$ cat src/rtl/isa_pic_if.sv
// isa_pic_if: ISA-side bus bundle for the isa_pic interrupt controller.
//   ISA_A[9:0]  I/O address         ISA_DIN[7:0]  write data
//   ISA_IOW     raw IOW#, low       ISA_IOR       raw IOR#, low
//   ISA_DACK2   raw INTA#, low      INT           interrupt request to CPU (ISA_DRQ2)
//   DOUT[7:0]   data for ISA_D      DOE           enables DOUT onto ISA_D
// master: the bus side (CPU/testbench); slave: the controller.
interface isa_pic_if;
  logic [9:0] ISA_A;
  logic [7:0] ISA_DIN;
  logic       ISA_IOW;
  logic       ISA_IOR;
  logic       ISA_DACK2;
  logic       INT;
  logic [7:0] DOUT;
  logic       DOE;

  modport master (
    output ISA_A, ISA_DIN, ISA_IOW, ISA_IOR, ISA_DACK2,
    input  INT, DOUT, DOE
  );

  modport slave (
    input  ISA_A, ISA_DIN, ISA_IOW, ISA_IOR, ISA_DACK2,
    output INT, DOUT, DOE
  );
endinterface

$ cat src/rtl/isa_pic.sv
// isa_pic: fixed-priority 8-input interrupt controller (8259-lite).
// Latches IRQ_REQ rising edges into IRR, raises INT for the highest-priority
// unmasked request that outranks everything in service, answers INTA with a
// vector byte and decodes ports 20h/21h for ICW1/ICW2/ICW4, OCW1/2/3 and reads.
// Ports:
//   CLK         system clock
//   RST         asynchronous active-high reset
//   IRQ_REQ[7:0] request lines, bit 0 highest priority
//   bus         isa_pic_if.slave (address, data, strobes, INT, DOUT, DOE)
module isa_pic #(
  parameter logic [7:0] RESET_BASE = 8'h08
) (
  input  logic       CLK,
  input  logic       RST,
  input  logic [7:0] IRQ_REQ,
  isa_pic_if.slave   bus
);

  typedef enum logic [1:0] {StReady, StWaitIcw2, StWaitIcw4} state_e;

  // Strobe synchronisers (bit0 = s0, bit1 = s1, bit2 = s2) and address/data
  // pipelined to line up with the s1 sample of the strobes.
  logic [2:0] iow_s, ior_s, dack_s;
  logic [9:0] a_s0, a_s1;
  logic [7:0] din_s0, din_s1;

  state_e     state_q;
  logic       icw4_q;
  logic [7:0] base_q;
  logic [7:0] irr_q, isr_q, imr_q;
  logic [7:0] irr_d, isr_d;
  logic       rsel_q;     // 0: port 20h reads IRR, 1: reads ISR
  logic [7:0] req_q;
  logic       int_q, int_d;
  logic [7:0] dout_q;
  logic       doe_q;
  logic       iow_armed_q;

  function automatic logic [2:0] lowest_idx(input logic [7:0] v);
    lowest_idx = 3'd0;
    for (int i = 7; i >= 0; i--) begin
      if (v[i]) lowest_idx = 3'(i);
    end
  endfunction

  always_ff @(posedge CLK or posedge RST) begin
    if (RST) begin
      iow_s  <= 3'b000;
      ior_s  <= 3'b000;
      dack_s <= 3'b000;
      a_s0   <= '0;
      a_s1   <= '0;
      din_s0 <= '0;
      din_s1 <= '0;
    end else begin
      iow_s  <= {iow_s[1:0], bus.ISA_IOW};
      ior_s  <= {ior_s[1:0], bus.ISA_IOR};
      dack_s <= {dack_s[1:0], bus.ISA_DACK2};
      a_s0   <= bus.ISA_A;
      a_s1   <= a_s0;
      din_s0 <= bus.ISA_DIN;
      din_s1 <= din_s0;
    end
  end

  logic iow_rise, iow_fall, ior_rise, ior_fall, dack_rise, dack_fall;
  assign iow_fall  = iow_s[2] & ~iow_s[1];
  assign iow_rise  = ~iow_s[2] & iow_s[1];
  assign ior_fall  = ior_s[2] & ~ior_s[1];
  assign ior_rise  = ~ior_s[2] & ior_s[1];
  assign dack_fall = dack_s[2] & ~dack_s[1];
  assign dack_rise = ~dack_s[2] & dack_s[1];

  logic sel20, sel21;
  assign sel20 = (a_s1 == 10'h020);
  assign sel21 = (a_s1 == 10'h021);

  // A write needs a full strobe seen after reset; a strobe already low when
  // reset is released never produces a write on its trailing edge.
  logic wr_en, wr_icw1, wr_ocw2, wr_ocw3, wr_21;
  assign wr_en   = iow_rise & iow_armed_q;
  assign wr_icw1 = wr_en & sel20 & din_s1[4];
  assign wr_ocw2 = wr_en & sel20 & ~din_s1[4] & ~din_s1[3] & (state_q == StReady);
  assign wr_ocw3 = wr_en & sel20 & ~din_s1[4] & din_s1[3] & (state_q == StReady);
  assign wr_21   = wr_en & sel21;

  logic [7:0] pend, irq_rise;
  logic [2:0] pend_idx, isr_idx;
  assign pend     = irr_q & ~imr_q;
  assign pend_idx = lowest_idx(pend);
  assign isr_idx  = lowest_idx(isr_q);
  assign irq_rise = IRQ_REQ & ~req_q;

  // EOI works on the ISR value before this cycle's acknowledge; a request edge
  // arriving with the acknowledge of the same bit is kept in IRR.
  always_comb begin
    irr_d = irr_q;
    isr_d = isr_q;
    if (wr_icw1) begin
      irr_d = '0;
      isr_d = '0;
    end else if (wr_ocw2) begin
      if (din_s1[7:5] == 3'b001) begin
        isr_d[isr_idx] = 1'b0;
      end else if (din_s1[7:5] == 3'b011) begin
        isr_d[din_s1[2:0]] = 1'b0;
      end
    end
    if (dack_fall && (pend != 8'h00)) begin
      isr_d[pend_idx] = 1'b1;
      irr_d[pend_idx] = 1'b0;
    end
    irr_d = irr_d | irq_rise;
  end

  assign int_d = (pend != 8'h00) && ((isr_q == 8'h00) || (pend_idx < isr_idx));

  always_ff @(posedge CLK or posedge RST) begin
    if (RST) begin
      state_q     <= StReady;
      icw4_q      <= 1'b0;
      base_q      <= {RESET_BASE[7:3], 3'b000};
      imr_q       <= '0;
      rsel_q      <= 1'b0;
      irr_q       <= '0;
      isr_q       <= '0;
      req_q       <= '0;
      int_q       <= 1'b0;
      dout_q      <= '0;
      doe_q       <= 1'b0;
      iow_armed_q <= 1'b0;
    end else begin
      req_q <= IRQ_REQ;
      irr_q <= irr_d;
      isr_q <= isr_d;
      int_q <= int_d;

      if (iow_fall) begin
        iow_armed_q <= 1'b1;
      end else if (iow_rise) begin
        iow_armed_q <= 1'b0;
      end

      if (wr_icw1) begin
        imr_q   <= '0;
        rsel_q  <= 1'b0;
        icw4_q  <= din_s1[0];
        state_q <= StWaitIcw2;
      end else begin
        if (wr_ocw3 && din_s1[1]) rsel_q <= din_s1[0];
        if (wr_21) begin
          case (state_q)
            StReady:    imr_q <= din_s1;
            StWaitIcw2: begin
              base_q  <= {din_s1[7:3], 3'b000};
              state_q <= icw4_q ? StWaitIcw4 : StReady;
            end
            default:    state_q <= StReady;
          endcase
        end
      end

      if (dack_fall) begin
        dout_q <= (pend != 8'h00) ? {base_q[7:3], pend_idx} : {base_q[7:3], 3'd7};
        doe_q  <= 1'b1;
      end else if (ior_fall && (sel20 || sel21)) begin
        dout_q <= sel21 ? imr_q : (rsel_q ? isr_q : irr_q);
        doe_q  <= 1'b1;
      end else if (ior_rise || dack_rise) begin
        doe_q <= 1'b0;
      end
    end
  end

  assign bus.INT  = int_q;
  assign bus.DOUT = dout_q;
  assign bus.DOE  = doe_q;

endmodule
$ cat src/flat_wrapper.sv
// flat-port wrapper written by rule: the top's interface ports become plain ports
module isa_pic_flat 
#(
  parameter logic [7:0] RESET_BASE = 8'h08
)
  (CLK, RST, IRQ_REQ, bus_ISA_A, bus_ISA_DIN, bus_ISA_IOW, bus_ISA_IOR, bus_ISA_DACK2, bus_INT, bus_DOUT, bus_DOE);
  isa_pic_if bus_i ();
  input  logic CLK;
  input  logic RST;
  input  logic [7:0] IRQ_REQ;
  input wire logic [$bits(bus_i.ISA_A)-1:0] bus_ISA_A;
  input wire logic [$bits(bus_i.ISA_DIN)-1:0] bus_ISA_DIN;
  input wire logic [$bits(bus_i.ISA_IOW)-1:0] bus_ISA_IOW;
  input wire logic [$bits(bus_i.ISA_IOR)-1:0] bus_ISA_IOR;
  input wire logic [$bits(bus_i.ISA_DACK2)-1:0] bus_ISA_DACK2;
  output wire logic [$bits(bus_i.INT)-1:0] bus_INT;
  output wire logic [$bits(bus_i.DOUT)-1:0] bus_DOUT;
  output wire logic [$bits(bus_i.DOE)-1:0] bus_DOE;
  assign bus_i.ISA_A = bus_ISA_A;
  assign bus_i.ISA_DIN = bus_ISA_DIN;
  assign bus_i.ISA_IOW = bus_ISA_IOW;
  assign bus_i.ISA_IOR = bus_ISA_IOR;
  assign bus_i.ISA_DACK2 = bus_ISA_DACK2;
  assign bus_INT = bus_i.INT;
  assign bus_DOUT = bus_i.DOUT;
  assign bus_DOE = bus_i.DOE;
  isa_pic #(.RESET_BASE(RESET_BASE)) u_core (.CLK(CLK), .RST(RST), .IRQ_REQ(IRQ_REQ), .bus(bus_i));
endmodule
$ cat config.mk
export PLATFORM = sky130hd
export DESIGN_NAME = isa_pic_flat
export DESIGN_NICKNAME = d
export VERILOG_FILES = /design/src/rtl/isa_pic_if.sv /design/src/rtl/isa_pic.sv /design/src/flat_wrapper.sv
export SDC_FILE = /design/constraint.sdc
export NUM_CORES = 1
export LEC_CHECK = 0
export CAP_MARGIN = 0
export CORE_ASPECT_RATIO = 0.5
export CORE_MARGIN = 2
export CORE_UTILIZATION = 56
export DETAILED_ROUTE_END_ITERATION = 7
export PLACE_DENSITY_LB_ADDON = 0.15
export SYNTH_ARGS = -nofsm -noshare
export SYNTH_HDL_FRONTEND = slang
export SYNTH_SLANG_ARGS = --single-unit
export TNS_END_PERCENT = 10
$ cat constraint.sdc
create_clock -name CLK -period 4.5 [get_ports CLK]
set_clock_uncertainty 0.05 [all_clocks]
set_input_delay 0.9 -clock CLK [delete_from_list [all_inputs] [get_ports CLK]]
set_output_delay 0.9 -clock CLK [all_outputs]
set_load 0.02 [all_outputs]
==> results_dict.tcl, run 1 <==
set metrics [dict create \
    critPathLaunchType "register" \
    fin_setup_tns_ns 0 \
    ctsRootBufferMaster "clkbuf_16" \
    endpoint_kind "register" \
    status "finished, final reports clean" \
    cts_tree "done" \
    setup_viol 0 \
    crit_slowest_cell "nor4bb_1" \
    period_needed_ns 2.737 \
    insertion_delay_ns 0.35 \
    grt_pass1_vias 2756 \
    portBuffers 40 \
    core-area_sq_um 6700 \
    ioPinCount 41 \
    area_growth_pct 20.64 \
    drive_above_1_share 0.09259 \
    postCtsSetupBuffers 0 \
    synthCells 334 \
    wl_per_cell_um 17.53 \
    cp_cell_sequence "inv_1 > ha_1 > nor4bb_1 > nor3b_1 > and3_1 > o311ai_0 > a31o_2" \
    numCtsBuffers 9 \
    nFillCells 489 \
    antenna_found_initial 0 \
    grt_max_degree 66 \
    clock_sinks 97 \
    fmax_mhz 365.4 \
    r2r_cells 7 \
    vias 2843 \
    rows 21 \
    drtPass1Iterations 7 \
    slew_headroom 0.2748 \
    cts_resized 0 \
    ant_nets 0 \
    final_hold_viol_count 0 \
    final_area_sq_um 4688 \
    dpl_cell_area_sq_um 4377 \
    grt_pass1_wl_mm 13.79 \
    async_flop_share 1.000 \
    hold_path_class "register to register" \
    worstSetupStartpoint "u_core.iow_s[2]" \
    vias_per_cell 6.049 \
    cts_max_level 3 \
    rr_startpoint "u_core.iow_s[2]" \
    maxCapViolations 0 \
    drc 0 \
    drt-initial-drc-count 327 \
    r2r_slack_ns 1.76 \
    diodes 0 \
    place.gp.congestion 0.8889 \
    finalMaxSlewViolations 0 \
    finalWirelength_mm 8.237 \
    ys_seq_elements 97 \
    total_leakage_power_nw 2.087 \
    clk_pin_slew_worst_paths_ns 0.07 \
    synth.distinct_cells 51 \
    p_total_mw 1.854 \
    reg2reg_to "u_core.isr_q[5]" \
    die-area_sq_um 7662 \
    synth_top_flop_cell "dfrtp_1" \
    cp_max_fo 8 \
    yosysWarnings 0 \
    final_util 0.6997 \
    crit_required_ns 4.69 \
    clock_path_buffers 2 \
    cp.arrival_ns 2.92 \
    hold_buffers 0 \
    rsz0062_at_grt "false" \
    tightest_slew_ns 1.083 \
    synth_nets 369 \
    die_x_um 121.8 \
    ys_seq_area_frac 0.6249 \
    grt_util_all_layers 0.2423 \
    grt-ovfl-total 0 \
    ir_drop_v 0.0002394 \
    crit_end "u_core.isr_q[5]" \
    hold_slack_ns 0.2998 \
    syn_area_sq_um 3886 \
    nNetsFinal 408 \
    start_util 0.5800 \
    die_h_um 62.91 \
    dp_hpwl_mm 5.864 \
    path_class "register to register" \
    finalCritPeriodShare 0.6082 \
    powerDensity_nw_per_um2 395.4 \
    synth_edf_count 0 \
    syn_avg_cell_area_sq_um 11.64 \
    slowest_delay_ns 0.50 \
]
## critical path, delay by kind of cell (launching register included)
family                     cells  cell delay [ns]
and+or+nand+nor                3             1.37
AOI/OAI and AO/OA              2             0.61
DFF                            1             0.38
adders and majority gates      1             0.16
buffers and inverters          1             0.06
## placed cells by master (no fill, tap or decap), types with 8 or more instances in the layout
cell,instances
inv_1,17
o21ai_0,12
nor2_1,12
nand2b_1,10
nor2b_1,8
clkdlybuf4s50_1,40
nor3_1,10
nand2_1,40
clkbuf_16,9
dfrtp_1,96
mux2i_1,9
## stage by stage
step | instances | setup WS [ns]
detailed placement | 454 | 1.847
global placement | 454 | 1.913
CTS | 470 | 1.793
global route | 470 | 1.644
finish | 470 | 1.763
floorplan | 334 | 1.018
## cell type report
class                   count  area [sq um]  area share
flip-flops and latches     97          2429      0.5180
multi-input cells         205          1336      0.2850
repair buffers             42         427.9     0.09127
clock buffers              10         239.0     0.05097
well taps                  92         115.1     0.02455
clock inverters             6         72.57     0.01548
inverters                  18         68.82     0.01468
## Yosys cell counts, types with 2 or more instances
| master | instances | area, sq um |
|---|---|---|
| nand2_1 | 40 | 150.1 |
| o22ai_1 | 7 | 43.79 |
| nand3_1 | 4 | 20.02 |
| nor2b_1 | 8 | 50.05 |
| a32o_1 | 3 | 30.03 |
| o211ai_1 | 7 | 52.55 |
| nand4_1 | 4 | 25.02 |
| mux2i_1 | 9 | 90.09 |
| or2_2 | 2 | 12.51 |
| o31ai_1 | 3 | 22.52 |
| mux2_2 | 7 | 78.83 |
| and2_1 | 2 | 12.51 |
| nand2b_1 | 10 | 62.56 |
| nor2_1 | 12 | 45.04 |
| inv_1 | 18 | 67.56 |
| a21oi_1 | 4 | 20.02 |
| o32ai_1 | 3 | 26.28 |
| o21a_1 | 2 | 15.01 |
| a31o_2 | 4 | 35.03 |
| nor3_1 | 10 | 50.05 |
| ha_1 | 4 | 50.05 |
| clkbuf_1 | 13 | 48.80 |
| nor3b_1 | 3 | 22.52 |
| and4_1 | 2 | 17.52 |
| nor4_1 | 3 | 18.77 |
| dfrtp_1 | 96 | 2402 |
| a22o_1 | 7 | 61.31 |
| a22oi_1 | 5 | 37.54 |
| o21ai_0 | 12 | 60.06 |
| and3_1 | 4 | 25.02 |
| or4_1 | 2 | 15.01 |
| a31oi_1 | 5 | 31.28 |
## sequential cells by signal (all words and copies together) (netlist names), 2 cells and up
register         flops
u_core.a_s0         10
u_core.a_s1         10
u_core.base_q        5
u_core.bus.DOUT      8
u_core.dack_s        3
u_core.din_s0        8
u_core.din_s1        8
u_core.imr_q         8
u_core.ior_s         3
u_core.iow_s         3
u_core.irr_q         8
u_core.isr_q         8
u_core.req_q         8
u_core.state_q       2
## routing by layer
| metal | GRT usage | share of wire | up-vias | routed length, um |
|---|---|---|---|---|
| li1 | - | - | 1274 | - |
| met1 | 0.3438 | 0.44 | 1414 | 3641 |
| met2 | 0.3338 | 0.43 | 140 | 3575 |
| met3 | 0.1049 | 0.11 | 15 | 892 |
| met4 | 0.08333 | 0.015 | 0 | 127 |
| met5 | 0 | 0 | - | 0 |
## cells by family after synthesis
logic type      share of synthesized area
compound gates                     0.1301
fa+ha+maj                         0.01288
buf+inv                           0.03123
flops                              0.6249
mux                               0.04347
simple gates                       0.1574
## worst min-delay path by stage
stage / to / depth (start not counted) / start / slack [ns]
after floorplan: u_core.a_s1[0] / 0 / u_core.a_s0[0] / 0.28
after global placement: u_core.din_s1[0] / 0 / u_core.din_s0[0] / 0.28
after detailed placement: u_core.dack_s[1] / 0 / u_core.dack_s[0] / 0.28
after CTS: u_core.dack_s[1] / 0 / u_core.dack_s[0] / 0.30
after global routing: u_core.din_s1[1] / 0 / u_core.din_s0[1] / 0.30
final: u_core.din_s1[7] / 0 / u_core.din_s0[7] / 0.30
## where the power goes
group	total, mW	switching [mW]	internal [mW]
Combinational	0.136	0.0690	0.0671
Sequential	0.950	0.0360	0.914
Clock	0.768	0.358	0.410
Total	1.85	0.463	1.39
Note: power is estimated with default switching activity, not from simulation.
==> inputs of run 2 (changes only) <==
--- a/config.mk
+++ b/config.mk
@@ -8,7 +8,7 @@
 export CAP_MARGIN = 0
 export CORE_ASPECT_RATIO = 0.5
 export CORE_MARGIN = 2
-export CORE_UTILIZATION = 56
+export CORE_UTILIZATION = 50
 export DETAILED_ROUTE_END_ITERATION = 7
 export PLACE_DENSITY_LB_ADDON = 0.15
 export SYNTH_ARGS = -nofsm -noshare
==> constraint.sdc (replaced) <==
create_clock -name CLK -period 2.25 [get_ports CLK]
set_clock_uncertainty 0.05 [all_clocks]
set_input_delay 0.45 -clock CLK [delete_from_list [all_inputs] [get_ports CLK]]
set_output_delay 0.45 -clock CLK [all_outputs]
set_load 0.02 [all_outputs]
==> results_dict.tcl, run 2 (synthesis results as in run 1) <==
set metrics [dict create \
    worst_slack_ns -0.02290 \
    nFillCells 567 \
    violations "negative setup slack" \
    final_hold_viol_count 0 \
    area_growth_pct 26.24 \
    start_util 0.5229 \
    tightest_slew_ns 0.6277 \
    cp_cell_sequence "or4_4 > or4b_4 > buf_6 > mux2i_1 > o21ai_1 > mux2_2" \
    ant_nets 0 \
    finalCritPeriodShare 1.010 \
    core-area_sq_um 7432 \
    grt_util_all_layers 0.2297 \
    dpl_cell_area_sq_um 4552 \
    die_x_um 128.7 \
    nNetsFinal 428 \
    numCtsBuffers 9 \
    layout.cells.non_filler 494 \
    endpoint_kind "register" \
    cp.arrival_ns 2.45 \
    hold_path_class "register to register" \
    fmax_mhz 440.0 \
    portBuffers 40 \
    final_cell_mix "dfrtp_1, nand2_1, clkdlybuf4s50_1" \
    critPathLaunchType "register" \
    grt_max_degree 32 \
    hold_slack_ns 0.3006 \
    finalWirelength_mm 8.927 \
    clock_sinks 97 \
    rsz0062_at_grt "true" \
    dp.cells 477 \
    final_area_sq_um 4906 \
    status "finished with violations" \
    dp_hpwl_mm 6.422 \
    place.gp.congestion 0.9448 \
    final_util 0.6601 \
    ctsRootBufferMaster "clkbuf_16" \
    grt-ovfl-total 0 \
    top_regs "u_core.a_s0: 10 flops, u_core.a_s1: 10 flops" \
    clk_pin_slew_worst_paths_ns 0.07 \
    slew_headroom 0.5800 \
    crit_slowest_cell "or4b_4" \
    layout_commonest_cell "dfrtp_1" \
    diodes 0 \
    powerDensity_nw_per_um2 761.1 \
    total_leakage_power_nw 2.202 \
    cp_max_fo 7 \
    antenna_found_initial 0 \
    cts_max_level 3 \
    die-area_sq_um 8537 \
    slowest_delay_ns 0.59 \
    drt-initial-drc-count 241 \
    insertion_delay_ns 0.35 \
    path_class "register to register" \
    drive_above_1_share 0.1583 \
    finalMaxSlewViolations 0 \
    cts_tree "done" \
    vias_per_cell 5.765 \
    grt_pass1_vias 2872 \
    ir_drop_v 0.0004607 \
    wl_per_cell_um 18.07 \
    maxCapViolations 0 \
    drc 0 \
    die_h_um 66.34 \
    fin_setup_tns_ns -0.02290 \
    clock_path_buffers 2 \
    period_needed_ns 2.273 \
    drtPass1Iterations 5 \
    vias 2848 \
    ioPinCount 41 \
    crit_required_ns 2.43 \
    setup_viol 1 \
    grt_pass1_wl_mm 14.38 \
    rows 22 \
]
run 2: power by group:
part	switching (mW)	internal, mW	total (mW)
Combinational	0.144	0.150	0.294
Clock	0.718	0.819	1.54
Sequential	0.0770	1.83	1.90
run 2: area by class of cell:
type	instances	area [sq um]	share of cell area
sequential	97	2429	0.4950
multi-input combinational	205	1373	0.2798
timing repair buffer	62	606.8	0.1237
clock buffer	10	239.0	0.04871
tap	96	120.1	0.02448
inverter	18	71.32	0.01454
clock inverter	6	67.56	0.01377
run 2: worst paths after layout:
path,slack (ns),cells after the start,from,to
worst min-delay path,0.30,0,u_core.a_s0[8],u_core.a_s1[8]
worst max-delay path,-0.02,6,u_core.a_s1[8],u_core.bus.DOUT[1]
worst max register to register,-0.02,6,u_core.a_s1[8],u_core.bus.DOUT[1]
worst min register to register,0.30,0,u_core.a_s0[8],u_core.a_s1[8]
max in group asynchronous,1.23,3,RST,u_core.a_s0[9]
min in group asynchronous,0.43,2,RST,u_core.bus.DOUT[3]
run 2: worst max-delay path: cells and delay by family, from the launching register on:
kind / cells / cell delay (ns)
AOI/OAI and AO/OA: 1 / 0.07
buffers and inverters: 1 / 0.14
DFF: 1 / 0.36
muxes: 2 / 0.42
and+or+nand+nor: 2 / 1.12
run 2: through the flow:
stage / worst slack (ns) / total power [mW]
2_1_floorplan: -0.03987 / 2.063
3_3_place_gp: -0.07001 / 2.216
3_5_place_dp: -0.1130 / 2.225
4_1_cts: -0.03699 / 3.767
5_1_grt: -0.05811 / 3.891
6_report: -0.02290 / 3.734
run 2: per-layer routing:
metal	track usage	share of wire
met3	0.07443	0.089
met1	0.3170	0.46
met4	0.07745	0.013
met5	0	0
met2	0.3452	0.43
run 2: what timing repair did:
action | 4_1_cts | 5_1_grt
pin swaps | 0 | 4
hold buffers | 0 | 0
gates resized for setup | 4 | 8
endpoints found under the setup margin | 10 | 8
buffers inserted | 0 | 1
